[src/rtl/switch_tx_arbiter.sv]
// switch_tx_arbiter: round-robin owner of the shared broadcast tx path.
// Enforces inter-frame gap, grant-response timeout and max frame length.
module switch_tx_arbiter #(
  parameter int N       = 3,
  parameter int IFG     = 10,
  parameter int WAIT    = 16,
  parameter int MAX_LEN = 1522
) (
  input  logic                 clk,
  input  logic                 rst,
  input  logic [N-1:0]         req,
  output logic [N-1:0]         gnt,
  input  logic [N*8-1:0]       din,
  input  logic [N-1:0]         vin,
  output logic [N*8-1:0]       dout,
  output logic [N-1:0]         vout,
  output logic [$clog2(N)-1:0] src,
  output logic                 busy,
  output logic                 err_timeout,
  output logic                 err_oversize
);

  localparam int SW = $clog2(N);
  localparam int WW = $clog2(WAIT + 1);
  localparam int LW = $clog2(MAX_LEN + 1);
  localparam int GW = $clog2(IFG + 1);

  typedef enum logic [2:0] {
    IDLE, GRANT, XFER, DRAIN, GAP
  } state_t;

  state_t        state;
  logic [SW-1:0] last;
  logic [SW-1:0] pick;
  logic          found;
  logic [N-1:0]  pick_oh;
  logic [N-1:0]  src_oh;
  logic [7:0]    sel_d;
  logic          sel_v;
  logic          sel_r;
  logic [WW-1:0] wcnt;
  logic [LW-1:0] len;
  logic [GW-1:0] gcnt;
  int            c;

  assign busy = (state != IDLE);

  // Round-robin pick: first requester after the last granted port.
  always_comb begin
    pick  = last;
    found = 1'b0;
    c     = 0;
    for (int i = 1; i <= N; i++) begin
      c = (int'(last) + i) % N;
      if (!found && req[c[SW-1:0]]) begin
        found = 1'b1;
        pick  = c[SW-1:0];
      end
    end
  end

  // One-hot decodes and source-port byte/valid/request mux.
  always_comb begin
    sel_d   = '0;
    src_oh  = '0;
    pick_oh = '0;
    for (int i = 0; i < N; i++) begin
      src_oh[i]  = (SW'(i) == src);
      pick_oh[i] = (SW'(i) == pick);
      if (SW'(i) == src)
        sel_d = din[i*8 +: 8];
    end
  end

  assign sel_v = |(vin & src_oh);
  assign sel_r = |(req & src_oh);

  // Scheduler FSM with registered grant, data and error pulses.
  always_ff @(posedge clk or negedge rst) begin
    if (!rst) begin
      state        <= IDLE;
      last         <= SW'(N - 1);
      src          <= '0;
      gnt          <= '0;
      dout         <= '0;
      vout         <= '0;
      wcnt         <= '0;
      len          <= '0;
      gcnt         <= '0;
      err_timeout  <= 1'b0;
      err_oversize <= 1'b0;
    end else begin
      vout         <= '0;
      err_timeout  <= 1'b0;
      err_oversize <= 1'b0;
      unique case (state)
        IDLE: begin
          if (found) begin
            src   <= pick;
            last  <= pick;
            gnt   <= pick_oh;
            wcnt  <= '0;
            state <= GRANT;
          end
        end
        GRANT: begin
          if (sel_v) begin
            dout  <= {N{sel_d}};
            vout  <= ~src_oh;
            len   <= LW'(1);
            state <= XFER;
          end else if (!sel_r) begin
            gnt   <= '0;
            state <= IDLE;
          end else if (wcnt == WW'(WAIT - 1)) begin
            err_timeout <= 1'b1;
            gnt         <= '0;
            state       <= IDLE;
          end else begin
            wcnt <= wcnt + 1'b1;
          end
        end
        XFER: begin
          if (!sel_v) begin
            gnt   <= '0;
            gcnt  <= '0;
            state <= GAP;
          end else if (len == LW'(MAX_LEN)) begin
            err_oversize <= 1'b1;
            gnt          <= '0;
            state        <= DRAIN;
          end else begin
            dout <= {N{sel_d}};
            vout <= ~src_oh;
            len  <= len + 1'b1;
          end
        end
        DRAIN: begin
          if (!sel_v) begin
            gcnt  <= '0;
            state <= GAP;
          end
        end
        GAP: begin
          if (gcnt == GW'(IFG - 1))
            state <= IDLE;
          else
            gcnt <= gcnt + 1'b1;
        end
        default: state <= IDLE;
      endcase
    end
  end

endmodule
[config.mk]
export PLATFORM = sky130hd
export DESIGN_NAME = switch_tx_arbiter
export DESIGN_NICKNAME = d
export VERILOG_FILES = /design/src/rtl/switch_tx_arbiter.sv
export SDC_FILE = /design/constraint.sdc
export NUM_CORES = 1
export LEC_CHECK = 0
export BUFFER_PORTS_ARGS = -buffer_cell sky130_fd_sc_hd__buf_4
export CORE_ASPECT_RATIO = 1.25
export CORE_MARGIN = 2
export CORE_UTILIZATION = 50
export DETAILED_ROUTE_END_ITERATION = 8
export HOLD_SLACK_MARGIN = 0.12
export PLACE_DENSITY = 0.76
export SLEW_MARGIN = 10
export SYNTH_ARGS = -nofsm -noshare
export SYNTH_HDL_FRONTEND = slang
export SYNTH_SLANG_ARGS = --single-unit
[constraint.sdc]
create_clock -name clk -period 3.2 [get_ports clk]
set_clock_uncertainty 0.2 [all_clocks]
set_input_delay 0.16 -clock clk [delete_from_list [all_inputs] [get_ports clk]]
set_output_delay 0.16 -clock clk [all_outputs]
set_load 0.005 [all_outputs]
==> results.toml, run 1 <==
[drt]
antenna_left = 0
via_per_inst = 5.63
drt_wl_total_um = 6070
wl_per_cell_um = 15.1
via_count = 2269
drt-initial-drc-count = 99
firstDrtPassIters = 4
drcViolationCount = 0

[pwr]
cellPowerDensity_nw_per_um2 = 793
p_total_w = 0.00259
ir_drop_uv = 453
total_leakage_power_nw = 1.56

[final_layout]
area_delta_synth_final_pct = 27.9
num_antenna_cells = 0
final_nets = 381
final_layout_size_suffix_gt1_share_pct = 25.2
fillers = 408
postLayoutCellArea_um2 = 3260
fin_util_pct = 65.1

[global_routing]
grt_first_pass_wirelength_um = 10400
grt_max_degree = 43
antenna_found_initial = 0
gr-total-overflow = 0
grtUsageTotal_pct = 23.6
grt_pass1_vias = 2201

[critical_path]
r2r_slack_ns = 0.54
endpoint_kind = "flip-flop"
cp.required_ns = 3.24
start_kind = "flip-flop"
r2r_start = "src[0]"
crit_type = "reg2reg"
reg2reg_depth = 7
crit_fanout = 8
cp_data_arrival_time_ns = 2.70
timing.rr.end = "gnt[0]"

[synth]
synth_edf_count = 0
synth_ff_type = "dfrtp_1"
ys_seq_elements = 42
avgSynthCellArea_um2 = 9.37
ys_seq_area_share_pct = 41.3
syn_nets = 313
postSynth.asyncResetShare_pct = 100
ys_types = 50
synth.cell_area_um2 = 2550
synthCells = 272
ys_warn_count = 0

[clock_network]
cts_resized = 0
htreeDepth = 2
cts_max_path_buffers = 2
clkTransAtPathRegs_ns = 0.08
cts_tree = "done"
clock_sinks = 42
postCtsSetupBuffers = 0
ctsHoldBuffers = 19
clockRootBuffer = "clkbuf_8"
cts_inserted_buffers = 5
clkLatencyLatePin_ns = 0.30

[timing]
period_share_pct = 83.1
slew_viol_final = 0
fmax_mhz = 376
finalSetupTns_ns = 0
rsz0062_at_grt = "no"
tightest_slew_ns = 0.540
holdWs_ns = 0.175
final_hold_viol_count = 0
maxSlewHeadroom_pct = 63.9
layout_min_cycle_time_ns = 2.66
finalSetupViolations = 0

[die]
die_y_um = 83.8
boundaryPins = 67
row_count = 29
dieArea_um2 = 5690
core_area_um2 = 5010
die_w_um = 67.9
start_util_pct = 50.9

[place]
io_buffers = 66
place_area_um2 = 2980
place.gp.congestion = 0.835
place_hpwl_um = 4090

[status]
outcome = "complete, no violations"

[worst_hold_path]
hp-class = "in2async"

[flow_run]
drv_cap = 0
[flip-flops by register name (all words and copies together) (netlist names)]
signal and cells:
last 1, err_oversize 1, gnt 3, dout 8, err_timeout 1, src 2, vout 3, wcnt 5
gcnt 4, state 3, len 11
[kinds of logic after synthesis]
kind of cell | share of synthesized area [%]
and+or+nand+nor | 18.4
AOI/OAI and AO/OA | 16.9
DFF | 41.3
buffers and inverters | 8.83
muxes | 8.10
adders and majority gates | 4.42
xor gates and xnor gates | 2.06
[cell usage after synthesis (2+ instances only)]
cell	number	area (um^2)
dfrtp_1	41	1030
nand2_1	24	90.1
o21ai_0	21	105
nor2_1	18	67.6
a21oi_1	17	85.1
buf_4	17	128
mux2i_1	15	150
inv_1	11	41.3
ha_1	9	113
clkbuf_1	8	30.0
or3_1	6	37.5
nand3_1	5	25.0
nand4_1	5	31.3
nor4_1	5	31.3
xnor2_1	5	43.8
a21o_1	4	30.0
and3_1	4	25.0
nor2b_1	4	25.0
o22ai_1	4	25.0
a22o_1	3	26.3
buf_2	3	15.0
mux2_2	3	33.8
nand2b_1	3	18.8
nor3_1	3	15.0
o211ai_1	3	22.5
o2bb2ai_1	3	26.3
a2bb2oi_1	2	17.5
and3b_1	2	17.5
and4_1	2	17.5
nor4b_1	2	17.5
[layer usage]
layer	global-route usage (%)	vias to the layer above	wire length, um
li1	-	1097	-
met1	31.0	1100	2500
met2	38.7	58	3210
met3	3.10	14	173
met4	9.45	0	183
met5	0	-	0
[cell usage in the layout (no fill, tap or decap), types with 5 or more instances in the layout]
cell,n
clkbuf_8,6
o21ai_0,21
nor4_1,5
nand3_1,5
nor2_1,18
inv_1,11
mux2i_1,15
nand2_1,24
a21oi_1,17
dfrtp_1,41
ha_1,9
dlygate4sd3_1,19
or3_1,6
nand4_1,5
xnor2_1,5
buf_4,71
[power breakdown]
part           internal, W  leakage, nW  switching, W
Combinational     0.000680        0.954      0.000681
Clock             0.000174       0.0472      0.000192
Sequential        0.000682        0.555      0.000179
Total              0.00154         1.56       0.00105
[worst max-delay path, cell delays in order, from the launching register on]
cell	delay, ns
dfrtp_1	0.54
inv_1	0.14
ha_1	0.41
and3b_1	0.20
a311oi_1	0.36
nand3b_1	0.23
o211ai_1	0.33
a22o_1	0.19
[how the worst max path moves through the flow]
| stage | from | to | slack, ns | cells past startpoint |
|---|---|---|---|---|
| 2_1_floorplan | src[0] | gnt[0] | 0.40 | 9 |
| 6_report | src[0] | gnt[0] | 0.54 | 7 |
| 3_5_place_dp | src[0] | gnt[1] | 0.59 | 7 |
| 4_1_cts | src[0] | gnt[0] | 0.57 | 7 |
| 3_3_place_gp | src[0] | gnt[0] | 0.64 | 7 |
| 5_1_grt | src[0] | gnt[0] | 0.35 | 7 |
[per-stage QoR]
step           instances  setup slack (ns)
2_1_floorplan        272             0.397
3_3_place_gp         376             0.643
3_5_place_dp         376             0.589
4_1_cts              403             0.570
5_1_grt              403             0.348
6_report             403             0.540
[final cells by class]
cell class	count	area (um^2)	area share, %
clock inverter	2	12.5	0.384
multi-input combinational	190	1270	39.0
timing repair buffer	90	723	22.2
tap	62	77.6	2.38
clock buffer	6	82.6	2.53
sequential	42	1050	32.3
inverter	11	41.3	1.27
Note: power is estimated with default switching activity, not from simulation.
==> run 2: changes to the inputs <==
Settings changed: ABC_AREA set to 1.
Clock period 3.2 ns to 2.72 ns, I/O delays scaled along.
==> run 2 against run 1 <==
Against the previous run:
- global-route usage fell by 1.5 points
- core utilization is 1.7 points higher
- synthesized cell count grew 36%
- power rose by 33%
- maximum frequency up 2.6%
- wire length grew 3.3%
- register-to-register slack got worse by 0.41 ns
- combinational power is 45% higher
- via count increased by 13%
- non-clock buffer count shrank 1
- largest cell class unchanged
==> results.toml, run 2 <==
[timing]
final_hold_viol_count = 0
fmax_mhz = 386
layout_min_cycle_time_ns = 2.59
slew_viol_final = 0
fin_ws_ns = 0.127
tightest_slew_ns = 0.536
rsz0062_at_grt = "no"
finalSetupTns_ns = 0
finalSetupViolations = 0
period_share_pct = 95.3
maxSlewHeadroom_pct = 64.3

[drt]
via_count = 2564
antenna_left = 0
drt-initial-drc-count = 117
wl_per_cell_um = 12.4
drcViolationCount = 0
via_per_inst = 5.07
firstDrtPassIters = 4
drt_wl_total_um = 6270

[clock_network]
cts_inserted_buffers = 5
cts_tree = "done"
clock_sinks = 42
clkTransAtPathRegs_ns = 0.08
clkLatencyLatePin_ns = 0.30
clockRootBuffer = "clkbuf_8"
htreeDepth = 2
cts_max_path_buffers = 2
postCtsSetupBuffers = 0

[synth]
synth.top_cell.area_share_pct = 38.2
synth.cell_area_um2 = 2680
synthCells = 370
postSynth.asyncResetShare_pct = 100
synth_edf_count = 0
avgSynthCellArea_um2 = 7.25
synth_ff_type = "dfrtp_1"
ys_types = 30
ys_seq_area_share_pct = 39.2
synth_largest_area_cell = "dfrtp_1"
ys_warn_count = 0
syn_nets = 411
synth.top_cells.by_count = "nand2_1, dfrtp_1, nand3_1"
ys_seq_elements = 42
synth.area.top_cells = "dfrtp_1, nand2_1, nand3_1, buf_4, inv_1"
yosysMostFrequentCell = "nand2_1"

[critical_path]
path_cells = "inv_2 -> nor2_2 -> buf_4 -> nand2_1 -> nand3_4 -> dlygate4sd3_1 -> nor3_2 -> dlygate4sd3_1"
crit_type = "reg2reg"
slowest_stage = "dlygate4sd3_1"
cp.required_ns = 2.76
cp_data_arrival_time_ns = 2.63
start_kind = "flip-flop"
crit_fanout = 11
cp_common_cell = "dlygate4sd3_1"
endpoint_kind = "flip-flop"
cp_slowest_stage_delay_ns = 0.60

[pwr]
ir_drop_uv = 679
total_leakage_power_nw = 1.85
cellPowerDensity_nw_per_um2 = 1000

[global_routing]
gr-total-overflow = 0
grt_pass1_vias = 2452
grt_max_degree = 43
antenna_found_initial = 0
grt_first_pass_wirelength_um = 10700
grtUsageTotal_pct = 22.1

[die]
boundaryPins = 67
start_util_pct = 52.4
dieArea_um2 = 5970
die_y_um = 85.9
row_count = 29
core_area_um2 = 5120
die_w_um = 69.5

[status]
outcome = "complete, no violations"

[final_layout]
multi_input_area_um2 = 1300
area_delta_synth_final_pct = 27.6
final_cell_mix = "nand2_1, buf_4, nand3_1"
num_antenna_cells = 0
fin_util_pct = 66.9
largestRegisters = "len: 11 flops, dout: 8 flops, wcnt: 5 flops"
postLayoutCellArea_um2 = 3420
final_layout_size_suffix_gt1_share_pct = 23.0
fillers = 436
final_nets = 484
largest_register_ffs = 11
stdcell_count = 506
seqCellArea_um2 = 1050
regMostFlops = "len"
layout_commonest_cell = "nand2_1"

[place]
place_hpwl_um = 4440
place.gp.congestion = 0.931
place_area_um2 = 3110
dp_slack_ns = 0.542
io_buffers = 66
dp.cells = 478

[worst_hold_path]
hp-class = "in2async"

[flow_run]
drv_cap = 0
run 2: worst paths after layout:
| path | cells after the start | slack [ns] | from | end |
|---|---|---|---|---|
| hold / removal | 2 | 0.16 | rst | err_timeout |
| setup / recovery | 8 | 0.13 | src[0] | err_timeout |
| setup reg to reg | 8 | 0.13 | src[0] | err_timeout |
| hold reg to reg | 2 | 0.28 | gnt[2] | gnt[2] |
| max in group asynchronous | 2 | 1.76 | rst | src[0] |
| min in group clk | 6 | 0.16 | vin[1] | wcnt[1] |
run 2: timing repair:
action	4_1_cts	5_1_grt
gates resized for setup	0	2
hold endpoints to repair	51	0
hold buffers	20	0
setup endpoints to repair	0	1
run 2: metal layers:
layer / part of all wire (%) / up-vias / GRT usage, %
met4: 2.6 / 0 / 9.45
met1: 42 / 1187 / 26.0
met2: 52 / 66 / 40.1
li1: - / 1298 / -
met5: 0 / - / 0
met3: 4.0 / 13 / 3.41
run 2: critical path, delay by kind of cell, from the launching register on:
family        cells  cell delay [ns]
buf+inv           4             1.43
flops             1             0.46
simple gates      4             0.44
run 2: kinds of logic (layout without fill, tap and decap cells):
group | after synthesis | after routing | synth area share [%]
and+or+nand+nor | 221 | 221 | 36.8
buffers and inverters | 66 | 140 | 12.5
DFF | 42 | 42 | 39.2
AOI/OAI and AO/OA | 24 | 24 | 4.66
adders and majority gates | 9 | 9 | 4.20
xor gates and xnor gates | 7 | 7 | 2.29
muxes | 1 | 1 | 0.373
run 2: per-stage QoR:
step | total power (W) | hold WS [ns]
finish | 0.00343 | 0.157
CTS | 0.00342 | 0.147
global placement | 0.00278 | -0.0450
detailed placement | 0.00282 | -0.0396
global route | 0.00375 | 0.195
floorplan | 0.00233 | -0.360
run 2: where the power goes:
part,internal (W),total [W],switching (W),leakage (nW)
combinational,0.000830,0.00197,0.00114,1.24
clock,0.000256,0.000470,0.000213,0.0575
sequential,0.000819,0.000992,0.000173,0.553
total,0.00191,0.00343,0.00152,1.85
run 2: cell type report:
class / count / share of cell area [%]
Clock buffer: 8 / 3.22
Inverter: 43 / 4.72
Multi-Input combinational cell: 262 / 38.0
Sequential cell: 42 / 30.8
Tap cell: 62 / 2.27
Timing Repair Buffer: 89 / 21.0
==> run 3: changes to the inputs <==
Settings changed: ABC_AREA 1 to 0.
==> run 3 against run 2 <==
Against the previous run:
- register-to-register slack better by 0.07 ns
- power down 9.8%
- maximum frequency up 2.8%
- final cell count down 20%
- final area down 3.6%
- worst setup slack better by 0.071 ns
- die area down 4.7%
- critical path depth unchanged
- non-clock buffer count up 5
- sequential power up 0.5%
- critical endpoint is now gnt[0]
- largest power group unchanged
==> results.toml, run 3 (synthesized netlist as in run 1, its figures left out) <==
[timing]
finalSetupViolations = 0
finalSetupTns_ns = 0
slew_viol_final = 0
layout_min_cycle_time_ns = 2.52
maxSlewHeadroom_pct = 60.7
period_share_pct = 92.7
fmax_mhz = 396
final_hold_viol_count = 0
tightest_slew_ns = 0.587
rsz0062_at_grt = "no"
holdWs_ns = 0.160

[final_layout]
regMostFlops = "len"
multi_input_area_um2 = 1280
fillers = 423
num_antenna_cells = 0
final_layout_size_suffix_gt1_share_pct = 26.4
final_cell_mix = "buf_4, dfrtp_1, nand2_1"
largestRegisters = "len: 11 flops, dout: 8 flops, wcnt: 5 flops"
layout_commonest_cell = "buf_4"
seqCellArea_um2 = 1050
largest_register_ffs = 11
final_nets = 385
area_delta_synth_final_pct = 29.4

[critical_path]
setup.worst_path.start = "src[0]"
worstSetupEndpoint = "gnt[0]"
path_cells = "inv_1 -> ha_1 -> and3b_1 -> a311oi_2 -> nand3b_1 -> o211ai_1 -> buf_4 -> a22o_1"
r2r_slack_ns = 0.20
start_kind = "flip-flop"
cp.required_ns = 2.75
r2r_start = "src[0]"
cp_data_arrival_time_ns = 2.55
reg2reg_depth = 8
cp_slowest_stage_delay_ns = 0.46
endpoint_kind = "flip-flop"
crit_type = "reg2reg"
slowest_stage = "dfrtp_1"
crit_fanout = 8
timing.rr.end = "gnt[0]"

[die]
dieArea_um2 = 5690
row_count = 29
die_y_um = 83.8
boundaryPins = 67
start_util_pct = 50.9
core_area_um2 = 5010
die_w_um = 67.9

[global_routing]
grt_first_pass_wirelength_um = 10400
antenna_found_initial = 0
grt_max_degree = 43
grtUsageTotal_pct = 23.5
grt_use_met3_pct = 3.91
gr-total-overflow = 0
grt-busiest-layer = "met2"
grt_pass1_vias = 2369
grt.met2_usage_pct = 41.4
use_met1_pct = 28.0

[pwr]
ir_drop_uv = 730
netSwitchingPower_w = 0.00123
combPwrFrac_pct = 54.7
clkPwrFrac_pct = 13.1
p_sw_share_pct = 39.8
cellPowerDensity_nw_per_um2 = 937
seqPwrFrac_pct = 32.2
total_leakage_power_nw = 1.58
internal_power_w = 0.00186

[drt]
drt-initial-drc-count = 129
firstDrtPassIters = 4
wl_per_cell_um = 14.7
antenna_left = 0
drcViolationCount = 0
via_per_inst = 5.62
via_count = 2286
drt_wl_total_um = 6000

[clock_network]
clock_sinks = 42
clockRootBuffer = "clkbuf_8"
cts_tree = "done"
clkTransAtPathRegs_ns = 0.07
cts_max_path_buffers = 2
clkLatencyLatePin_ns = 0.29
cts_inserted_buffers = 5
htreeDepth = 2

[flow_run]
drv_cap = 0

[status]
outcome = "complete, no violations"

[worst_hold_path]
hp-class = "in2async"

[place]
io_buffers = 66
place_hpwl_um = 4280
place.gp.congestion = 0.821
[run 3: final cells by class]
type / instances / area share [%]
timing repair buffer: 94 / 22.8
clock inverter: 1 / 0.152
inverter: 11 / 1.25
tap: 62 / 2.35
multi-input combinational: 190 / 38.9
sequential: 42 / 31.9
clock buffer: 7 / 2.62
[run 3: worst min path at each step]
stage / from / to / slack [ns] / cells after the start
after floorplan: rst / dout[15] / -0.36 / 0
after global placement: rst / gcnt[1] / -0.06 / 1
after detailed placement: rst / gcnt[1] / -0.05 / 1
after CTS: req[2] / last[1] / 0.16 / 4
after global routing: req[2] / last[1] / 0.18 / 4
final: rst / gcnt[1] / 0.16 / 2
[run 3: stage by stage]
step                      cells  utilization [%]  setup WS [ns]  cell area, um^2  total power (W)
after floorplan             272                -          0.122             2550          0.00206
after global placement      379             59.9          0.230             3000          0.00251
after detailed placement    379             59.9          0.121             3000          0.00255
after CTS                   406             65.5         0.0888             3280          0.00305
after global routing        407             65.9         0.0109             3300          0.00335
final                       407             65.9          0.198             3300          0.00309
[run 3: critical path, delay by kind of cell, from the launching register on]
| family | cells | cell delay (ns) |
|---|---|---|
| adders and majority gates | 1 | 0.41 |
| and+or+nand+nor | 2 | 0.42 |
| buffers and inverters | 2 | 0.28 |
| AOI/OAI and AO/OA | 3 | 0.67 |
| DFF | 1 | 0.46 |
[run 3: timing repair]
action                     CTS  global route
setup buffers                0             1
hold buffers                19             0
setup endpoints to repair    0             7
gates resized for setup      0             2
hold endpoints to repair    54             0
[run 3: routing by layer]
layer	vias to the layer above	routed length (um)
met1	1117	2340
li1	1107	-
met4	0	122
met3	12	196
met5	-	0
met2	50	3340
[run 3: power groups by stage]
| stage | logic, W | clock network [W] | registers (W) |
|---|---|---|---|
| global route | 0.00188 | 0.000445 | 0.00103 |
| floorplan | 0.00112 | 0 | 0.000944 |
| finish | 0.00169 | 0.000404 | 0.000997 |
| detailed placement | 0.00154 | 0 | 0.00100 |
| CTS | 0.00164 | 0.000418 | 0.000992 |
| global placement | 0.00151 | 0 | 0.000999 |
